--- config.mk ---
export PLATFORM = sky130hd
export DESIGN_NAME = uart_rx
export DESIGN_NICKNAME = d
export VERILOG_FILES = /design/src/rtl/is_pkg_uart_controller.sv /design/src/rtl/is_sync_2ff.sv /design/src/rtl/uart_rx.sv
export SDC_FILE = /design/constraint.sdc
export NUM_CORES = 1
export LEC_CHECK = 0
export ABC_AREA = 1
export CAP_MARGIN = 20
export CORE_UTILIZATION = 50
export CTS_CLUSTER_SIZE = 30
export DETAILED_ROUTE_END_ITERATION = 8
export MAX_ROUTING_LAYER = met4
export PLACE_DENSITY_LB_ADDON = 0.25
export SKIP_LAST_GASP = 1
export SYNTH_ARGS = -nofsm -noshare
export SYNTH_HDL_FRONTEND = slang
export SYNTH_SLANG_ARGS = --single-unit
--- constraint.sdc ---
create_clock -name clk -period 2.5 [get_ports clk]
set_input_delay 0.375 -clock clk [delete_from_list [all_inputs] [get_ports clk]]
set_output_delay 0.375 -clock clk [all_outputs]
set_load 0.05 [all_outputs]
--- src/rtl/is_pkg_uart_controller.sv ---
// Shared definitions for the UART controller: receive FSM states and default
// frame geometry used by the serial front-end.
package is_pkg_uart_controller;

   localparam int UART_DATA_W = 8;
   localparam int UART_RATIO  = 8;

   typedef enum logic [2:0] {
      IDLE,
      RSTRB,
      RDT,
      RPARB,
      RSTB1,
      RSTB2,
      WEND
   } state_r;

endpackage

--- src/rtl/is_sync_2ff.sv ---
// Two-flop synchronizer for a single asynchronous input bit.
module is_sync_2ff #(
   parameter logic RST_VAL = 1'b1
) (
   input  logic clk,
   input  logic rst,
   input  logic d,
   output logic q
);

   logic meta;

   always_ff @(posedge clk or posedge rst) begin
      if (rst) begin
         meta <= RST_VAL;
         q    <= RST_VAL;
      end else begin
         meta <= d;
         q    <= meta;
      end
   end

endmodule

--- src/rtl/uart_rx.sv ---
// UART receive front-end: oversampled deframing of start/data/parity/stop bits,
// with a one-entry holding register on a valid/ready interface.
module uart_rx
   import is_pkg_uart_controller::*;
#(
   parameter int DATA_W     = UART_DATA_W,
   parameter int RATIO      = UART_RATIO,
   parameter bit PARITY_EN  = 1'b1,
   parameter bit PARITY_ODD = 1'b0,
   parameter int STOP_BITS  = 2
) (
   input  logic              clk,
   input  logic              rst,
   input  logic              tick_i,
   input  logic              rx_i,
   output logic [DATA_W-1:0] data_o,
   output logic              valid_o,
   input  logic              ready_i,
   output logic              par_err_o,
   output logic              frm_err_o,
   output logic              ovr_err_o,
   output logic              busy_o
);

   localparam int CNT_W = $clog2(RATIO);
   localparam int BIT_W = $clog2(DATA_W + 1);
   localparam logic [CNT_W-1:0] CNT_MID = CNT_W'(RATIO / 2 - 1);
   localparam logic [CNT_W-1:0] CNT_END = CNT_W'(RATIO - 1);
   localparam logic [BIT_W-1:0] BIT_END = BIT_W'(DATA_W - 1);

   logic              rx;
   state_r            state;
   logic [CNT_W-1:0]  cnt;
   logic [BIT_W-1:0]  bitcnt;
   logic [DATA_W-1:0] shreg;
   logic              armed;
   logic              perr;
   logic              ferr;
   logic              at_end;
   logic              load;

   function automatic logic parity_err(input logic [DATA_W-1:0] d, input logic p);
      return (^d ^ p ^ PARITY_ODD) != 1'b0;
   endfunction

   is_sync_2ff #(
      .RST_VAL(1'b1)
   ) u_sync (
      .clk(clk),
      .rst(rst),
      .d  (rx_i),
      .q  (rx)
   );

   assign at_end = tick_i && (cnt == CNT_END);

   // Frame FSM: every transition is tick-qualified except the single WEND cycle.
   always_ff @(posedge clk or posedge rst) begin
      if (rst) begin
         state  <= IDLE;
         cnt    <= '0;
         bitcnt <= '0;
         shreg  <= '0;
         armed  <= 1'b0;
         perr   <= 1'b0;
         ferr   <= 1'b0;
      end else begin
         unique case (state)
            IDLE: begin
               if (tick_i) begin
                  cnt <= '0;
                  if (rx) begin
                     armed <= 1'b1;
                  end else if (armed) begin
                     armed  <= 1'b0;
                     perr   <= 1'b0;
                     ferr   <= 1'b0;
                     bitcnt <= '0;
                     state  <= RSTRB;
                  end
               end
            end
            RSTRB: begin
               if (tick_i) begin
                  if (cnt == CNT_MID) begin
                     cnt   <= '0;
                     state <= rx ? IDLE : RDT;
                  end else begin
                     cnt <= cnt + 1'b1;
                  end
               end
            end
            RDT: begin
               if (at_end) begin
                  cnt    <= '0;
                  shreg  <= {rx, shreg[DATA_W-1:1]};
                  bitcnt <= bitcnt + 1'b1;
                  if (bitcnt == BIT_END) begin
                     state <= PARITY_EN ? RPARB : RSTB1;
                  end
               end else if (tick_i) begin
                  cnt <= cnt + 1'b1;
               end
            end
            RPARB: begin
               if (at_end) begin
                  cnt   <= '0;
                  perr  <= parity_err(shreg, rx);
                  state <= RSTB1;
               end else if (tick_i) begin
                  cnt <= cnt + 1'b1;
               end
            end
            RSTB1: begin
               if (at_end) begin
                  cnt <= '0;
                  if (!rx) begin
                     ferr <= 1'b1;
                  end
                  state <= (STOP_BITS == 1) ? WEND : RSTB2;
               end else if (tick_i) begin
                  cnt <= cnt + 1'b1;
               end
            end
            RSTB2: begin
               if (at_end) begin
                  cnt <= '0;
                  if (!rx) begin
                     ferr <= 1'b1;
                  end
                  state <= WEND;
               end else if (tick_i) begin
                  cnt <= cnt + 1'b1;
               end
            end
            WEND: begin
               cnt   <= '0;
               state <= IDLE;
            end
            default: begin
               cnt   <= '0;
               state <= IDLE;
            end
         endcase
      end
   end

   // A completed byte loads only if the slot is free or draining this cycle.
   assign load      = (state == WEND) && (!valid_o || ready_i);
   assign ovr_err_o = (state == WEND) && valid_o && !ready_i;
   assign busy_o    = (state != IDLE);

   always_ff @(posedge clk or posedge rst) begin
      if (rst) begin
         data_o    <= '0;
         valid_o   <= 1'b0;
         par_err_o <= 1'b0;
         frm_err_o <= 1'b0;
      end else if (load) begin
         data_o    <= shreg;
         valid_o   <= 1'b1;
         par_err_o <= perr;
         frm_err_o <= ferr;
      end else if (ready_i) begin
         valid_o <= 1'b0;
      end
   end

endmodule

==> results.ini, run 1 <==
[setup_path]
cp.arrival_ps=1890
critical_path.max_stage_delay_ps=800
crit_slowest_cell=clkdlybuf4s50_1
path_delay_family=buffers and inverters
worstSetupPathType=register to output port
cp_max_fo=8
crit_chain=inv_2 -> nand2_2 -> clkdlybuf4s50_1
cp_num_buf_inv=2
endpoint_kind=output port
cp.required_ps=2120
critPathLaunchType=register

[timing]
fin_crit_ps=2260
fmax_mhz=442
fin_crit_sh_pct=90.5
slew_violations=0
whs_ps=360
worstMarginPinSlew_ps=499
maxSlewHeadroom_pct=66.6
fin_tns_setup_ps=0
rsz0062_at_grt=no
setup_viol=0
timing.final.hold_violations=0
skew_ps=6.83

[synthesis]
yosys-top-cells-area=dfrtp_1 (45%), nand2_1 (14%), o21ai_0 (7.0%)
syn_area_sq_um=1780
synth_largest_area_cell=dfrtp_1
synth_seq_cells=34
synth-main-ff-cell=dfrtp_1
synth_edf_count=0
synthTopCellsByCount=nand2_1 (65), dfrtp_1 (32), o21ai_0 (25), inv_1 (24), nand3_1 (12)
ys_seq_area_share_pct=48.1
ys_warn_count=0
synthDistinctLibCells=29
syn_inst=212
synth_top_area_share_pct=45.1
syn_area_per_cell_sq_um=8.37
async_reset_ff_share_pct=100
syn_nets=224
yosysMostFrequentCell=nand2_1

[floorplanning]
row_count=21
core_sq_um=3360
die_y_um=61.6
io_pins=18
start_util_pct=52.8
dieArea_sq_um=3790
die_w_um=61.6

[layout]
nNetsFinal=247
diodes=0
drive_gt1_share_pct=13.2
postLayoutCoreUtil_pct=60.5
stdcell_count=281
postLayoutCellArea_sq_um=2030
area_delta_synth_final_pct=14.5

[route]
drt_wl_total_um=3220
drt-pass1-iter-count=4
ant_nets=0
vias=1389
remaining_drc_errors=0
first_iter_violations=38
wl_per_cell_um=11.5
post_drt_via_cell_ratio=4.94

[cts]
cts-root-buf=clkbuf_4
clock_sinks=34
clk_pin_slew_ps=100
ctsHoldBuffers=0
clock_latency_ps=340
htreeDepth=2
clockBufferDepth=2
cts_setup_buffers=0
cts_buffers=5
cts_resized=0
cts_tree=built

[power]
cellPowerDensity_nw_per_um2=1080
leakage_nw=1.06
max-vdd-ir-drop_mv=0.542

[placement]
place_area_sq_um=1990
dp_cells=274
dpl.hpwl_um=2390
io_buffers=17
gp_congestion=0.890

[grt]
grt_pass1_wl_um=5580
grt_usage_pct=21.4
grt_pass1_vias=1299
overflow=0
antenna_found_initial=0
grt_start_max_net_pins=35

[run_status]
status=complete, no violations

[job]
maxCapViolations=0

[min_path]
hold_path_class=register to register

[final timing paths]
| check | endpoint | cells after the start | slack [ps] | from |
|---|---|---|---|---|
| hold reg to reg | u_sync.q | 0 | 360 | u_sync.meta |
| max in group asynchronous | u_sync.meta | 3 | 1740 | rst |
| hold / removal | u_sync.q | 0 | 360 | u_sync.meta |
| setup reg to reg | cnt[1] | 8 | 690 | cnt[0] |
| min in group asynchronous | data_o[6] | 3 | 420 | rst |
| setup / recovery | busy_o | 3 | 240 | state[2] |
[state kept, by name, indices dropped and copies added (netlist names)]
| register | flops |
|---|---|
| bitcnt | 4 |
| u_sync.q | 1 |
| data_o | 8 |
| ferr | 1 |
| valid_o | 1 |
| armed | 1 |
| frm_err_o | 1 |
| state | 3 |
| shreg | 8 |
| par_err_o | 1 |
| cnt | 3 |
| perr | 1 |
| u_sync.meta | 1 |
[stage by stage]
stage	power (mW)	setup slack [ps]
global placement	1.91	657
global route	2.37	153
CTS	2.22	235
finish	2.20	237
floorplan	1.63	278
detailed placement	1.93	613
[layout by cell type, fill, tap and decap left out, types with 3 or more instances in the layout]
master,synthesis,final
clkbuf_4,0,5
nand2_2,5,5
o21ai_0,25,25
dfrtp_1,32,32
nand3_1,12,12
o21ai_1,3,3
nor2_2,3,3
clkdlybuf4s50_1,0,16
nand2_1,65,65
inv_1,24,24
ha_1,7,7
inv_2,3,3
nor2_1,8,8
[logic make-up (layout without fill, tap and decap cells)]
kind of cell | after synthesis | after routing | synth area share (%)
and+or+nand+nor | 102 | 102 | 26.1
AOI/OAI and AO/OA | 36 | 36 | 11.6
DFF | 34 | 34 | 48.1
buffers and inverters | 29 | 52 | 6.98
adders and majority gates | 7 | 7 | 4.93
xor gates and xnor gates | 2 | 2 | 0.987
muxes | 2 | 2 | 1.27
[metal layers]
layer | vias up | global-route usage (%) | share of wire, % | routed length, um
met3 | 9 | 4.62 | 3.9 | 125
li1 | 721 | - | - | -
met4 | 0 | 12.1 | 2.8 | 91
met5 | - | - | 0 | 0
met2 | 29 | 31.0 | 44 | 1410
met1 | 630 | 27.5 | 49 | 1600
[worst register-to-register path: stages (launching register included)]
cell,delay [ps]
dfrtp_1,400
ha_1,240
ha_1,230
nand2_4,130
inv_1,80
or2_2,280
o21ai_0,130
nand3_1,110
a21oi_1,140
[layout make-up]
type / count / area, sq um
well taps: 46 / 57.6
flip-flops and latches: 34 / 853
repair buffers: 18 / 175
clock buffers: 5 / 37.5
clock inverters: 2 / 10.0
inverters: 27 / 101
multi-input cells: 149 / 798
fillers: 330 / 1330
[where the power goes]
group / internal (mW) / switching [mW] / total [mW]
logic: 0.370 / 0.760 / 1.13
clock network: 0.101 / 0.180 / 0.281
registers: 0.688 / 0.0994 / 0.787
No activity file was read; power rests on OpenSTA's default activity.
==> inputs of run 2 (changes only) <==
--- a/config.mk
+++ b/config.mk
@@ -7,9 +7,11 @@
 export LEC_CHECK = 0
 export ABC_AREA = 1
 export CAP_MARGIN = 20
+export CORE_MARGIN = 2
 export CORE_UTILIZATION = 50
 export CTS_CLUSTER_SIZE = 30
 export DETAILED_ROUTE_END_ITERATION = 8
+export DONT_BUFFER_PORTS = 1
 export MAX_ROUTING_LAYER = met4
 export PLACE_DENSITY_LB_ADDON = 0.25
 export SKIP_LAST_GASP = 1
==> run 2 against run 1 <==
Compared with the run above: cell area fell by 5.0%; combinational power fell by 34%; clock power rose by 36%; non-clock buffer count fell by 13; sequential power rose by 30%; critical path depth did not move; clock-buffer cell count rose by 3; hold slack got worse by 230 ps; flip-flop and latch count did not move; power fell by 2.2%; maximum frequency rose by 17%; utilization fell by 3.0 points; critical endpoint is now ovr_err_o; largest cell class unchanged; highest routed layer unchanged.
==> results.ini, run 2 (synthesized netlist as in run 1, its figures left out) <==
[min_path]
hold_path_depth=1  ; +1
hold_path_class=primary input to register
min_from=tick_i
worst_hold_path.endpoint=armed

[layout]
layout_common_cells=nand2_1 (65), dfrtp_1 (32), o21ai_0 (25), inv_1 (24), nand3_1 (12)
reg.largest.list=data_o x8, shreg x8, bitcnt x4
area_delta_synth_final_pct=8.81
diodes=0  ; unchanged
nNetsFinal=234  ; -5.3%
final_common_cell=nand2_1
stdcell_count=269  ; -4.3%
drive_gt1_share_pct=14.8  ; +1.6 points

[setup_path]
worstSetupPathType=register to output port
cp.arrival_ps=1550  ; -340 ps
path_delay_family=flip-flops
r2r_start=cnt[0]
cp_num_buf_inv=1  ; -1
rrSetupSlack_ps=720  ; +30 ps
crit_chain=nand2_1 -> nor3_1 -> buf_4
critical_path.max_stage_delay_ps=650  ; -150 ps
endpoint_kind=output port
crit_slowest_cell=dfrtp_1
critPathLaunchType=register
r2r_cells=8  ; unchanged
r2r_end=cnt[1]
cp_max_fo=3  ; -5
cp.required_ps=2120  ; about the same

[grt]
grt_start_max_net_pins=20  ; -43%
antenna_found_initial=0  ; unchanged
grt_pass1_vias=1294  ; -0.38%
grt_pass1_wl_um=5890  ; +5.6%
grt_usage_pct=19.6  ; -1.8 points
overflow=0  ; unchanged

[cts]
clock_latency_ps=340  ; about the same
cts_setup_buffers=0  ; unchanged
clock_sinks=34  ; unchanged
cts_resized=0  ; unchanged
ctsHoldBuffers=2  ; +2
clk_pin_slew_ps=110  ; about the same
htreeDepth=2  ; unchanged
cts_buffers=5  ; unchanged
cts_tree=built
clockBufferDepth=2  ; unchanged
cts-root-buf=clkbuf_4

[floorplanning]
row_count=21  ; unchanged
core_sq_um=3360  ; unchanged
die_y_um=63.6  ; +3.2%
io_pins=18  ; unchanged
dieArea_sq_um=4040  ; +6.6%
die_w_um=63.6  ; +3.2%
start_util_pct=52.8  ; unchanged

[power]
pwr-share-comb_pct=34.6  ; -17 points
leakage_nw=1.03  ; -3.1%
cellPowerDensity_nw_per_um2=1110  ; +2.9%
swShare_pct=47.9  ; +0.60 points
max-vdd-ir-drop_mv=0.587  ; +8.1%
p_int_mw=1.12  ; -3.3%
p_switching_mw=1.03  ; -0.95%
power.clock.fraction_pct=17.8  ; +5.0 points
p_seq_share_pct=47.6  ; +12 points

[timing]
fmax_mhz=519  ; +17%
slew_violations=0  ; unchanged
rsz0062_at_grt=no
timing.final.hold_violations=0  ; unchanged
skew_ps=6.26  ; -0.569 ps
worstMarginPinSlew_ps=488  ; -10.7 ps
fin_crit_ps=1930  ; -337 ps
fin_crit_sh_pct=77.0  ; -13 points
setup_viol=0  ; unchanged
fin_tns_setup_ps=0  ; unchanged
maxSlewHeadroom_pct=67.5  ; +0.82 points

[route]
drt_wl_total_um=3310  ; +2.7%
post_drt_via_cell_ratio=4.98  ; +0.78%
wl_per_cell_um=12.3  ; +7.2%
first_iter_violations=121  ; +220%
drt-pass1-iter-count=4  ; unchanged
ant_nets=0  ; unchanged
vias=1340  ; -3.5%
remaining_drc_errors=0  ; unchanged

[placement]
io_buffers=0  ; -17
gp_congestion=0.898  ; +0.80%
dp_cells=259  ; -5.5%
dpl.hpwl_um=2420  ; +1.3%

[job]
maxCapViolations=0  ; unchanged

[run_status]
status=complete, no violations

==> run 2: changes by cell type in the layout (fill, tap and decap cells not counted), sizes merged <==
cell	before	now
buf	2	3
clkinv	2	0
dlygate4sd3	0	2
clkdlybuf4s50	16	0
clkbuf	5	8
==> run 2: power groups by stage <==
stage | combinational [mW] | clock [mW] | sequential (mW)
finish | 0.743 | 0.382 | 1.02
floorplan | 0.620 | 0 | 1.01
CTS | 0.749 | 0.393 | 1.02
global placement | 0.731 | 0 | 1.03
detailed placement | 0.734 | 0 | 1.03
global route | 0.856 | 0.414 | 1.04
==> run 2: cell type report <==
class	count	area (sq um)
Clock buffer	8	78.8
Inverter	27	101
Sequential cell	34	853
Timing Repair Buffer	5	42.5
Multi-Input combinational cell	149	798
Tap cell	46	57.6
Fill cell	321	1430
==> run 2: through the flow <==
stage	cell area, sq um	total power, mW	setup slack (ps)	util [%]	hold slack, ps
2_1_floorplan	1780	1.63	278	-	345
3_3_place_gp	1830	1.76	813	54.5	281
5_1_grt	1930	2.31	473	57.4	118
4_1_cts	1930	2.17	551	57.4	111
3_5_place_dp	1830	1.77	748	54.5	287
6_report	1930	2.15	574	57.4	127
==> run 2: worst max path at each step <==
stage | from | end | slack (ps) | depth (start not counted)
2_1_floorplan | valid_o | ovr_err_o | 280 | 2
3_3_place_gp | cnt[0] | cnt[1] | 810 | 8
3_5_place_dp | cnt[0] | cnt[1] | 750 | 8
4_1_cts | valid_o | ovr_err_o | 550 | 3
5_1_grt | valid_o | ovr_err_o | 470 | 3
6_report | valid_o | ovr_err_o | 570 | 3
==> run 2: worst register-to-register path: cells and delay by family, from the launching register on <==
family                   cells  cell delay [ps]
AO/OA/AOI/OAI                2              270
adder cells (fa/ha/maj)      2              460
buffers and inverters        1               80
flip-flops                   1              400
AND/OR/NAND/NOR              3              520
==> run 2: routing by layer <==
layer  wire length [um]  GRT usage, %
met4                 53          8.15
met1               1590          24.0
met3                158          6.25
met5                  0             -
met2               1510          30.0
